File: config.mk
export PLATFORM = sky130hd
export DESIGN_NAME = complex_fir_stream_driver_flat
export DESIGN_NICKNAME = d
export VERILOG_FILES = /design/src/rtl/complex_fir_pkg.sv /design/src/rtl/complex_fir_stream_driver_if.sv /design/src/rtl/complex_coeff_regfile.sv /design/src/rtl/complex_fir_stream_driver.sv /design/src/flat_wrapper.sv
export SDC_FILE = /design/constraint.sdc
export NUM_CORES = 1
export LEC_CHECK = 0
export CELL_PAD_IN_SITES_DETAIL_PLACEMENT = 1
export CELL_PAD_IN_SITES_GLOBAL_PLACEMENT = 1
export CORE_MARGIN = 2
export CORE_UTILIZATION = 40
export DETAILED_ROUTE_END_ITERATION = 6
export PLACE_DENSITY_LB_ADDON = 0.1
export RECOVER_POWER = 50
export SKIP_CTS_REPAIR_TIMING = 1
export SYNTH_ARGS = -nofsm -noshare
export SYNTH_HDL_FRONTEND = slang
export SYNTH_SLANG_ARGS = --single-unit
File: constraint.sdc
create_clock -name clock -period 11.93 [get_ports clock]
set_input_delay 3.579 -clock clock [delete_from_list [all_inputs] [get_ports clock]]
set_output_delay 3.579 -clock clock [all_outputs]
set_load 0.03 [all_outputs]
File: src/rtl/complex_fir_pkg.sv
// Shared definitions for the complex FIR and its stream driver: load-protocol
// state encodings, default geometry and the sample-width rule.
package complex_fir_pkg;

   typedef enum logic [2:0] {
      IDLE   = 3'd0,
      START  = 3'd1,
      WAIT   = 3'd2,
      COEFF  = 3'd3,
      SETTLE = 3'd4,
      DATA   = 3'd5,
      FLUSH  = 3'd6,
      STOP   = 3'd7
   } firState_e;

   localparam int DEFAULT_LENGTH       = 12;
   localparam int DEFAULT_DATA_WIDTH   = 8;
   localparam int DEFAULT_COEFF_SETTLE = 3;
   localparam int DEFAULT_BLOCK_WIDTH  = 16;

   // Samples carry three coefficient widths so products and sums stay in range.
   function automatic int sampleWidth(input int dataWidth);
      return dataWidth * 3;
   endfunction

endpackage

File: src/rtl/complex_fir_stream_driver_if.sv
// Bundle of the driver's host, sample-source and FIR-side signals.
// The master modport is the driver; the slave modport is its surroundings.
interface complex_fir_stream_driver_if
   import complex_fir_pkg::*;
#(
   parameter int LENGTH      = DEFAULT_LENGTH,
   parameter int DATA_WIDTH  = DEFAULT_DATA_WIDTH,
   parameter int BLOCK_WIDTH = DEFAULT_BLOCK_WIDTH
);
   localparam int SAMPLE_W = sampleWidth(DATA_WIDTH);
   localparam int ADDR_W   = $clog2(LENGTH);

   logic                         coeffWrEn;
   logic        [ADDR_W-1:0]     coeffWrAddr;
   logic signed [DATA_WIDTH-1:0] coeffWrRe;
   logic signed [DATA_WIDTH-1:0] coeffWrIm;
   logic                         start;
   logic        [BLOCK_WIDTH-1:0] blockLength;
   logic                         sampleValid;
   logic                         sampleReady;
   logic signed [SAMPLE_W-1:0]   sampleInRe;
   logic signed [SAMPLE_W-1:0]   sampleInIm;
   logic                         loadCoeff;
   logic                         coeffSetFlag;
   logic                         loadDataFlag;
   logic                         stopDataLoadFlag;
   logic signed [DATA_WIDTH-1:0] coeffOutRe;
   logic signed [DATA_WIDTH-1:0] coeffOutIm;
   logic signed [SAMPLE_W-1:0]   dataOutRe;
   logic signed [SAMPLE_W-1:0]   dataOutIm;
   logic                         busy;
   logic                         done;

   modport master (
      input  coeffWrEn, coeffWrAddr, coeffWrRe, coeffWrIm,
      input  start, blockLength, sampleValid, sampleInRe, sampleInIm,
      output sampleReady, loadCoeff, coeffSetFlag, loadDataFlag, stopDataLoadFlag,
      output coeffOutRe, coeffOutIm, dataOutRe, dataOutIm, busy, done
   );

   modport slave (
      output coeffWrEn, coeffWrAddr, coeffWrRe, coeffWrIm,
      output start, blockLength, sampleValid, sampleInRe, sampleInIm,
      input  sampleReady, loadCoeff, coeffSetFlag, loadDataFlag, stopDataLoadFlag,
      input  coeffOutRe, coeffOutIm, dataOutRe, dataOutIm, busy, done
   );

endinterface

File: src/rtl/complex_coeff_regfile.sv
// LENGTH-entry complex coefficient store: one write port that can be
// write-protected, asynchronous clear, and a combinational read port.
module complex_coeff_regfile
   import complex_fir_pkg::*;
#(
   parameter int LENGTH     = DEFAULT_LENGTH,
   parameter int DATA_WIDTH = DEFAULT_DATA_WIDTH
) (
   input  logic                           clock,
   input  logic                           reset,
   input  logic                           wrEn_i,
   input  logic                           wrProtect_i,
   input  logic        [$clog2(LENGTH)-1:0] wrAddr_i,
   input  logic signed [DATA_WIDTH-1:0]   wrRe_i,
   input  logic signed [DATA_WIDTH-1:0]   wrIm_i,
   input  logic        [$clog2(LENGTH)-1:0] rdAddr_i,
   output logic signed [DATA_WIDTH-1:0]   rdRe_o,
   output logic signed [DATA_WIDTH-1:0]   rdIm_o
);

   logic signed [DATA_WIDTH-1:0] re_q [LENGTH];
   logic signed [DATA_WIDTH-1:0] im_q [LENGTH];

   logic wrHit;
   assign wrHit = wrEn_i && !wrProtect_i && (int'(wrAddr_i) < LENGTH);

   always_ff @(posedge clock or posedge reset) begin
      if (reset) begin
         for (int i = 0; i < LENGTH; i++) begin
            re_q[i] <= '0;
            im_q[i] <= '0;
         end
      end else if (wrHit) begin
         re_q[wrAddr_i] <= wrRe_i;
         im_q[wrAddr_i] <= wrIm_i;
      end
   end

   // Addresses past the last tap read as zero rather than aliasing an entry.
   assign rdRe_o = (int'(rdAddr_i) < LENGTH) ? re_q[rdAddr_i] : '0;
   assign rdIm_o = (int'(rdAddr_i) < LENGTH) ? im_q[rdAddr_i] : '0;

endmodule

File: src/rtl/complex_fir_stream_driver.sv
// Initiator of the complex FIR load protocol: start pulse, coefficient stream,
// settle gap, sample stream with valid/ready intake, zero flush and stop pulse.
module complex_fir_stream_driver
   import complex_fir_pkg::*;
#(
   parameter int LENGTH       = DEFAULT_LENGTH,
   parameter int DATA_WIDTH   = DEFAULT_DATA_WIDTH,
   parameter int COEFF_SETTLE = DEFAULT_COEFF_SETTLE,
   parameter int BLOCK_WIDTH  = DEFAULT_BLOCK_WIDTH
) (
   input logic clock,
   input logic reset,
   complex_fir_stream_driver_if.master bus
);

   localparam int SAMPLE_W  = sampleWidth(DATA_WIDTH);
   localparam int ADDR_W    = $clog2(LENGTH);
   localparam int PHASE_MAX = (LENGTH > COEFF_SETTLE) ? LENGTH : COEFF_SETTLE;
   localparam int PHASE_W   = $clog2(PHASE_MAX + 1);

   localparam logic [PHASE_W-1:0] LAST_COEFF  = PHASE_W'(LENGTH - 1);
   localparam logic [PHASE_W-1:0] LAST_SETTLE = PHASE_W'(COEFF_SETTLE - 1);
   localparam logic [PHASE_W-1:0] LAST_FLUSH  = PHASE_W'(LENGTH - 2);

   firState_e                    state_q;
   logic        [PHASE_W-1:0]    phase_q;
   logic        [BLOCK_WIDTH-1:0] blockLen_q;
   logic        [BLOCK_WIDTH-1:0] accepted_q;
   logic                         loadCoeff_q;
   logic                         coeffSetFlag_q;
   logic                         loadDataFlag_q;
   logic                         stopFlag_q;
   logic                         sampleReady_q;
   logic                         busy_q;
   logic                         done_q;
   logic signed [DATA_WIDTH-1:0] coeffRe_q;
   logic signed [DATA_WIDTH-1:0] coeffIm_q;
   logic signed [SAMPLE_W-1:0]   dataRe_q;
   logic signed [SAMPLE_W-1:0]   dataIm_q;

   logic        [PHASE_W-1:0]    phaseNext;
   logic        [BLOCK_WIDTH-1:0] acceptedNext;
   logic                         accept;
   logic        [ADDR_W-1:0]     rdAddr;
   logic signed [DATA_WIDTH-1:0] rdRe;
   logic signed [DATA_WIDTH-1:0] rdIm;

   assign phaseNext    = phase_q + PHASE_W'(1);
   assign acceptedNext = accepted_q + BLOCK_WIDTH'(1);
   assign accept       = (state_q == DATA) && sampleReady_q && bus.sampleValid;

   // Read one entry ahead so the registered coeffOut lines up with the phase.
   assign rdAddr = (state_q == COEFF) ? ADDR_W'(phaseNext) : '0;

   complex_coeff_regfile #(
      .LENGTH     (LENGTH),
      .DATA_WIDTH (DATA_WIDTH)
   ) coeffRegs (
      .clock       (clock),
      .reset       (reset),
      .wrEn_i      (bus.coeffWrEn),
      .wrProtect_i (busy_q),
      .wrAddr_i    (bus.coeffWrAddr),
      .wrRe_i      (bus.coeffWrRe),
      .wrIm_i      (bus.coeffWrIm),
      .rdAddr_i    (rdAddr),
      .rdRe_o      (rdRe),
      .rdIm_o      (rdIm)
   );

   always_ff @(posedge clock or posedge reset) begin
      if (reset) begin
         state_q        <= IDLE;
         phase_q        <= '0;
         blockLen_q     <= '0;
         accepted_q     <= '0;
         loadCoeff_q    <= 1'b0;
         coeffSetFlag_q <= 1'b0;
         loadDataFlag_q <= 1'b0;
         stopFlag_q     <= 1'b0;
         sampleReady_q  <= 1'b0;
         busy_q         <= 1'b0;
         done_q         <= 1'b0;
         coeffRe_q      <= '0;
         coeffIm_q      <= '0;
         dataRe_q       <= '0;
         dataIm_q       <= '0;
      end else begin
         loadCoeff_q    <= 1'b0;
         loadDataFlag_q <= 1'b0;
         stopFlag_q     <= 1'b0;
         done_q         <= 1'b0;
         case (state_q)
            IDLE: begin
               if (bus.start) begin
                  blockLen_q  <= bus.blockLength;
                  busy_q      <= 1'b1;
                  loadCoeff_q <= 1'b1;
                  state_q     <= START;
               end
            end
            START: state_q <= WAIT;
            WAIT: begin
               coeffRe_q <= rdRe;
               coeffIm_q <= rdIm;
               phase_q   <= '0;
               state_q   <= COEFF;
            end
            COEFF: begin
               if (phase_q == LAST_COEFF) begin
                  coeffRe_q      <= '0;
                  coeffIm_q      <= '0;
                  phase_q        <= '0;
                  coeffSetFlag_q <= (LAST_SETTLE == '0);
                  state_q        <= SETTLE;
               end else begin
                  coeffRe_q <= rdRe;
                  coeffIm_q <= rdIm;
                  phase_q   <= phaseNext;
               end
            end
            SETTLE: begin
               if (phase_q == LAST_SETTLE) begin
                  phase_q    <= '0;
                  accepted_q <= '0;
                  if (blockLen_q == '0) begin
                     state_q <= FLUSH;
                  end else begin
                     sampleReady_q <= 1'b1;
                     state_q       <= DATA;
                  end
               end else begin
                  phase_q <= phaseNext;
                  if (phaseNext == LAST_SETTLE) coeffSetFlag_q <= 1'b1;
               end
            end
            DATA: begin
               if (accept) begin
                  dataRe_q       <= bus.sampleInRe;
                  dataIm_q       <= bus.sampleInIm;
                  loadDataFlag_q <= 1'b1;
                  accepted_q     <= acceptedNext;
                  if (acceptedNext == blockLen_q) begin
                     sampleReady_q <= 1'b0;
                     state_q       <= FLUSH;
                  end
               end
            end
            FLUSH: begin
               dataRe_q       <= '0;
               dataIm_q       <= '0;
               loadDataFlag_q <= 1'b1;
               phase_q        <= phaseNext;
               if (phase_q == LAST_FLUSH) begin
                  phase_q <= '0;
                  state_q <= STOP;
               end
            end
            STOP: begin
               stopFlag_q     <= 1'b1;
               done_q         <= 1'b1;
               coeffSetFlag_q <= 1'b0;
               busy_q         <= 1'b0;
               state_q        <= IDLE;
            end
            default: begin
               state_q        <= IDLE;
               phase_q        <= '0;
               accepted_q     <= '0;
               coeffSetFlag_q <= 1'b0;
               sampleReady_q  <= 1'b0;
               busy_q         <= 1'b0;
               coeffRe_q      <= '0;
               coeffIm_q      <= '0;
               dataRe_q       <= '0;
               dataIm_q       <= '0;
            end
         endcase
      end
   end

   assign bus.sampleReady      = sampleReady_q;
   assign bus.loadCoeff        = loadCoeff_q;
   assign bus.coeffSetFlag     = coeffSetFlag_q;
   assign bus.loadDataFlag     = loadDataFlag_q;
   assign bus.stopDataLoadFlag = stopFlag_q;
   assign bus.coeffOutRe       = coeffRe_q;
   assign bus.coeffOutIm       = coeffIm_q;
   assign bus.dataOutRe        = dataRe_q;
   assign bus.dataOutIm        = dataIm_q;
   assign bus.busy             = busy_q;
   assign bus.done             = done_q;

endmodule
File: src/flat_wrapper.sv
// flat-port wrapper written by rule: the top's interface ports become plain ports
module complex_fir_stream_driver_flat import complex_fir_pkg::*;
#(
   parameter int LENGTH       = DEFAULT_LENGTH,
   parameter int DATA_WIDTH   = DEFAULT_DATA_WIDTH,
   parameter int COEFF_SETTLE = DEFAULT_COEFF_SETTLE,
   parameter int BLOCK_WIDTH  = DEFAULT_BLOCK_WIDTH
)
  (clock, reset, bus_coeffWrEn, bus_coeffWrAddr, bus_coeffWrRe, bus_coeffWrIm, bus_start, bus_blockLength, bus_sampleValid, bus_sampleInRe, bus_sampleInIm, bus_sampleReady, bus_loadCoeff, bus_coeffSetFlag, bus_loadDataFlag, bus_stopDataLoadFlag, bus_coeffOutRe, bus_coeffOutIm, bus_dataOutRe, bus_dataOutIm, bus_busy, bus_done);
  complex_fir_stream_driver_if #(.LENGTH(LENGTH), .DATA_WIDTH(DATA_WIDTH), .BLOCK_WIDTH(BLOCK_WIDTH)) bus_i ();
  input logic clock;
  input logic reset;
  input wire logic [$bits(bus_i.coeffWrEn)-1:0] bus_coeffWrEn;
  input wire logic [$bits(bus_i.coeffWrAddr)-1:0] bus_coeffWrAddr;
  input wire logic [$bits(bus_i.coeffWrRe)-1:0] bus_coeffWrRe;
  input wire logic [$bits(bus_i.coeffWrIm)-1:0] bus_coeffWrIm;
  input wire logic [$bits(bus_i.start)-1:0] bus_start;
  input wire logic [$bits(bus_i.blockLength)-1:0] bus_blockLength;
  input wire logic [$bits(bus_i.sampleValid)-1:0] bus_sampleValid;
  input wire logic [$bits(bus_i.sampleInRe)-1:0] bus_sampleInRe;
  input wire logic [$bits(bus_i.sampleInIm)-1:0] bus_sampleInIm;
  output wire logic [$bits(bus_i.sampleReady)-1:0] bus_sampleReady;
  output wire logic [$bits(bus_i.loadCoeff)-1:0] bus_loadCoeff;
  output wire logic [$bits(bus_i.coeffSetFlag)-1:0] bus_coeffSetFlag;
  output wire logic [$bits(bus_i.loadDataFlag)-1:0] bus_loadDataFlag;
  output wire logic [$bits(bus_i.stopDataLoadFlag)-1:0] bus_stopDataLoadFlag;
  output wire logic [$bits(bus_i.coeffOutRe)-1:0] bus_coeffOutRe;
  output wire logic [$bits(bus_i.coeffOutIm)-1:0] bus_coeffOutIm;
  output wire logic [$bits(bus_i.dataOutRe)-1:0] bus_dataOutRe;
  output wire logic [$bits(bus_i.dataOutIm)-1:0] bus_dataOutIm;
  output wire logic [$bits(bus_i.busy)-1:0] bus_busy;
  output wire logic [$bits(bus_i.done)-1:0] bus_done;
  assign bus_i.coeffWrEn = bus_coeffWrEn;
  assign bus_i.coeffWrAddr = bus_coeffWrAddr;
  assign bus_i.coeffWrRe = bus_coeffWrRe;
  assign bus_i.coeffWrIm = bus_coeffWrIm;
  assign bus_i.start = bus_start;
  assign bus_i.blockLength = bus_blockLength;
  assign bus_i.sampleValid = bus_sampleValid;
  assign bus_i.sampleInRe = bus_sampleInRe;
  assign bus_i.sampleInIm = bus_sampleInIm;
  assign bus_sampleReady = bus_i.sampleReady;
  assign bus_loadCoeff = bus_i.loadCoeff;
  assign bus_coeffSetFlag = bus_i.coeffSetFlag;
  assign bus_loadDataFlag = bus_i.loadDataFlag;
  assign bus_stopDataLoadFlag = bus_i.stopDataLoadFlag;
  assign bus_coeffOutRe = bus_i.coeffOutRe;
  assign bus_coeffOutIm = bus_i.coeffOutIm;
  assign bus_dataOutRe = bus_i.dataOutRe;
  assign bus_dataOutIm = bus_i.dataOutIm;
  assign bus_busy = bus_i.busy;
  assign bus_done = bus_i.done;
  complex_fir_stream_driver #(.LENGTH(LENGTH), .DATA_WIDTH(DATA_WIDTH), .COEFF_SETTLE(COEFF_SETTLE), .BLOCK_WIDTH(BLOCK_WIDTH)) u_core (.clock(clock), .reset(reset), .bus(bus_i));
endmodule
==> results.md <==
- Fin crit share: 61.86%
- Worst-Margin Slew: 2.770 ns
- Cells after synthesis: roughly 1,300
- Vias in the first global route: 11,300
- RSZ-0062 raised after global routing: false
- Worst EP required: ~12 ns
- Simple-gate share of the synthesized area: 14.48%
- Final hold violation count: 0
- Yosys reg bits: 301
- Crit Reg-Reg Startpoint: u_core.state_q[2]
- Initial drt markers: ~420
- Multi-input gate area: 6198 µm²
- Largest net degree at the start of global routing: 162
- Critical path cell sequence: dlygate4sd3_1 -> nand2_1 -> nor2_4 -> clkbuf_1 -> nor2_1 -> o21ai_0 -> a21bo_2
- Top Ports: 160
- CP delay by family, top: buffers and inverters
- CP Max Fanout: 59
- CTS tree: built
- Synth Area in Compound Gates: 9.454%
- Worst EP arrival: 7.77 ns
- Routed Antenna Nets: 0
- Final instance area: 17,150 µm²
- Synth Area in XOR/XNOR: 1.527%
- Power density over the cells: 234.9 nW/µm²
- Die ar.: 36,960 µm²
- # setup viols final: 0
- Static leakage: just under 8 nW
- Sequential cell area: 7533 µm²
- Crit-path max cell delay: 1.95 ns
- Post-synthesis cell area: 14,170 µm²
- Core area: 34,710 µm²
- Slowest stage cell, crit path: clkbuf_1
- Port bufs: 159
- Gr ovfl total: 0
- Worst Hold Class: reg2reg
- Max Slew Vio Count: 112
- Net Count, Synth: 1,413
- WP buf/inv: 2
- Max VDD drop: 0.0001352 V
- Adder-cell share of the synthesized area: less than 1%
- Cell Area, Placed: 16,090 µm²
- Synth cell types: 60
- Root Buffer Master: clkbuf_16
- DR pass1 iterations: 6
- Outcome: finished, violations left
- YS warnings: 0
- Main synth FF type: dfrtp_1
- Critical Path Sink Type: flop
- CP startpoint kind: input pin
- # fillers: between 3,000 and 4,000
- Residual DRC: 0
- Total wire length: 39.47 mm
- Post-DR vias/cell: 5.520
- Clk buf depth: 3
- Mean Syn Cell Area: 10.74 µm²
- Die Span X: just under 200 µm
- Fin Setup TNS: 0 ns
- Hold-critical path depth: 2
- Clk pin slew, worst setup/hold paths: about 0.050 ns
- Final #Nets: ~1,500
- Fraction of final layout cells sized beyond drive strength 1: 20.37%
- Worst r2r path cells: 7
- Post-synthesis mux area share: between 10% and 20%
- Hold EP: u_core.bus.dataOutRe[13]
- Slew margin rel.: -84.68%
- Clock Latency Late Sink: 0.51 ns
- Inserted Clock Buffers: 35
- Global-route wire length before repair: 63.48 mm
- Fmax: around 140 MHz
- FP Rows: 68
- Clock Sink Count: 301
- H-tree depth: 2
- Post-synthesis sequential area ratio: 53.14%
- Layout area overhead: 20.96%
- Failing checks: capacitance limit, slew limit
- DIE HEIGHT: between 150 and 200 µm
- WP depth: 7
- Gp weighted congestion: 0.7691
- R2r setup slk: 7.13 ns
- Final HPWL DP: between 20 and 25 mm
- GR Util All Layers: 21.87%
- Tmin final: 7.380 ns
- Worst-case clock skew: 0.01127 ns
- Async set-or-reset flop fraction in the synthesized netlist: 100.0%
- Max-Cap Viols: 2
- Initial Utilization: around 41%
- Initial antenna violation count: 3
- Main combinational cell family by area after synthesis: multiplexers
- Routed wire per std cell: 20.72 µm
- R2R Path End: u_core.accepted_q[15]
- Critical path type: in2reg
- Number of flops mapped to enable cells by yosys: 0
- Most frequent cells in the layout: dfrtp_1, nand2_1, mux2_2, o21ai_0, clkdlybuf4s50_1
- Hold_sp: u_core.bus.dataOutRe[13]
- Vias: 10,520
- Commonest non-fill, non-tap cell in the layout: dfrtp_1
-- cell usage after synthesis (9+ instances only) --
| library cell | instances | share of area (%) |
|---|---|---|
| dfrtp_1 | 301 | 53 |
| xnor2_1 | 13 | 0.80 |
| inv_1 | 9 | 0.24 |
| a311oi_1 | 16 | 0.99 |
| clkbuf_1 | 90 | 2.4 |
| a21oi_1 | 24 | 0.85 |
| nor2_1 | 43 | 1.1 |
| o21ai_0 | 92 | 3.2 |
| nor3_1 | 19 | 0.67 |
| o22ai_1 | 16 | 0.71 |
| mux2_2 | 222 | 18 |
| a211oi_1 | 17 | 0.90 |
| a32oi_1 | 16 | 0.99 |
| and2_1 | 10 | 0.44 |
| nor2b_1 | 14 | 0.62 |
| nand2b_1 | 11 | 0.49 |
| nand2_1 | 227 | 6.0 |
| xor2_1 | 9 | 0.56 |
| nand3_1 | 73 | 2.6 |
-- flip-flops by register name (all words and copies together) (netlist names), 8 cells and up --
name,cells
u_core.accepted_q,16
u_core.blockLen_q,16
u_core.bus.coeffOutIm,8
u_core.bus.coeffOutRe,8
u_core.bus.dataOutIm,24
u_core.bus.dataOutRe,24
u_core.coeffRegs.im_q,96
u_core.coeffRegs.re_q,96
-- routing by layer --
metal / GRT usage [%] / up-vias / routed length [µm]
met5: 0 / - / 0
met4: 4.580 / 0 / 492
met3: 4.988 / 36 / 2244
met2: 36.75 / 177 / 18910
met1: 28.89 / 5442 / 17820
li1: - / 4861 / -
-- logic make-up after synthesis --
group	after synthesis
xor+xnor	23
buf+inv	116
flops	301
fa+ha+maj	4
compound gates	212
simple gates	440
mux	224
-- worst max-delay path by stage --
stage	slack, ns	startpoint	to
final	4.55	bus_sampleValid	u_core.accepted_q[15]
after global routing	4.04	bus_sampleValid	u_core.accepted_q[15]
after floorplan	0.03	reset	u_core.accepted_q[0]
after global placement	5.92	bus_coeffWrEn	u_core.coeffRegs.im_q[89]
after detailed placement	5.88	bus_coeffWrEn	u_core.coeffRegs.re_q[88]
after CTS	6.42	bus_coeffWrEn	u_core.coeffRegs.re_q[88]
-- power breakdown --
| group | switching [W] | internal [W] | leakage (nW) | total, W |
|---|---|---|---|---|
| Sequential | 0.000200 | 0.00132 | 3.99 | 0.00152 |
| Clock | 0.000415 | 0.000615 | 0.529 | 0.00103 |
| Combinational | 0.000900 | 0.000583 | 3.35 | 0.00148 |
-- layout make-up --
class                      count  area share [%]
tap                          455           3.320
inverter                      10          0.2627
antenna                        2         0.02919
clock buffer                  58           6.327
sequential                   301           43.94
timing repair buffer         176           9.969
multi-input combinational    903           36.15
-- through the flow --
step                      setup WS (ns)  total power, W  util (%)  std cells  hold WS (ns)
final                             4.550        0.004028     49.39       1905        0.4905
after global routing              4.036        0.004292     49.39       1905        0.5023
after CTS                         6.418        0.004111     49.47       1903        0.4990
after detailed placement          5.879        0.003054     46.35       1845        0.4853
after global placement            5.919        0.003014     46.35       1845        0.4783
after floorplan                 0.03342        0.002485         -       1320        0.4713
-- worst reg2reg max path, stage by stage (launching register included) --
cell and delay [ns]:
dfrtp_1 0.58, nor2b_1 0.40, nand2_1 0.19, nor2_4 0.11, clkbuf_1 1.95, nor2_1 0.87
o21ai_0 0.35, a21bo_2 0.24
No activity file was read; power rests on OpenSTA's default activity.
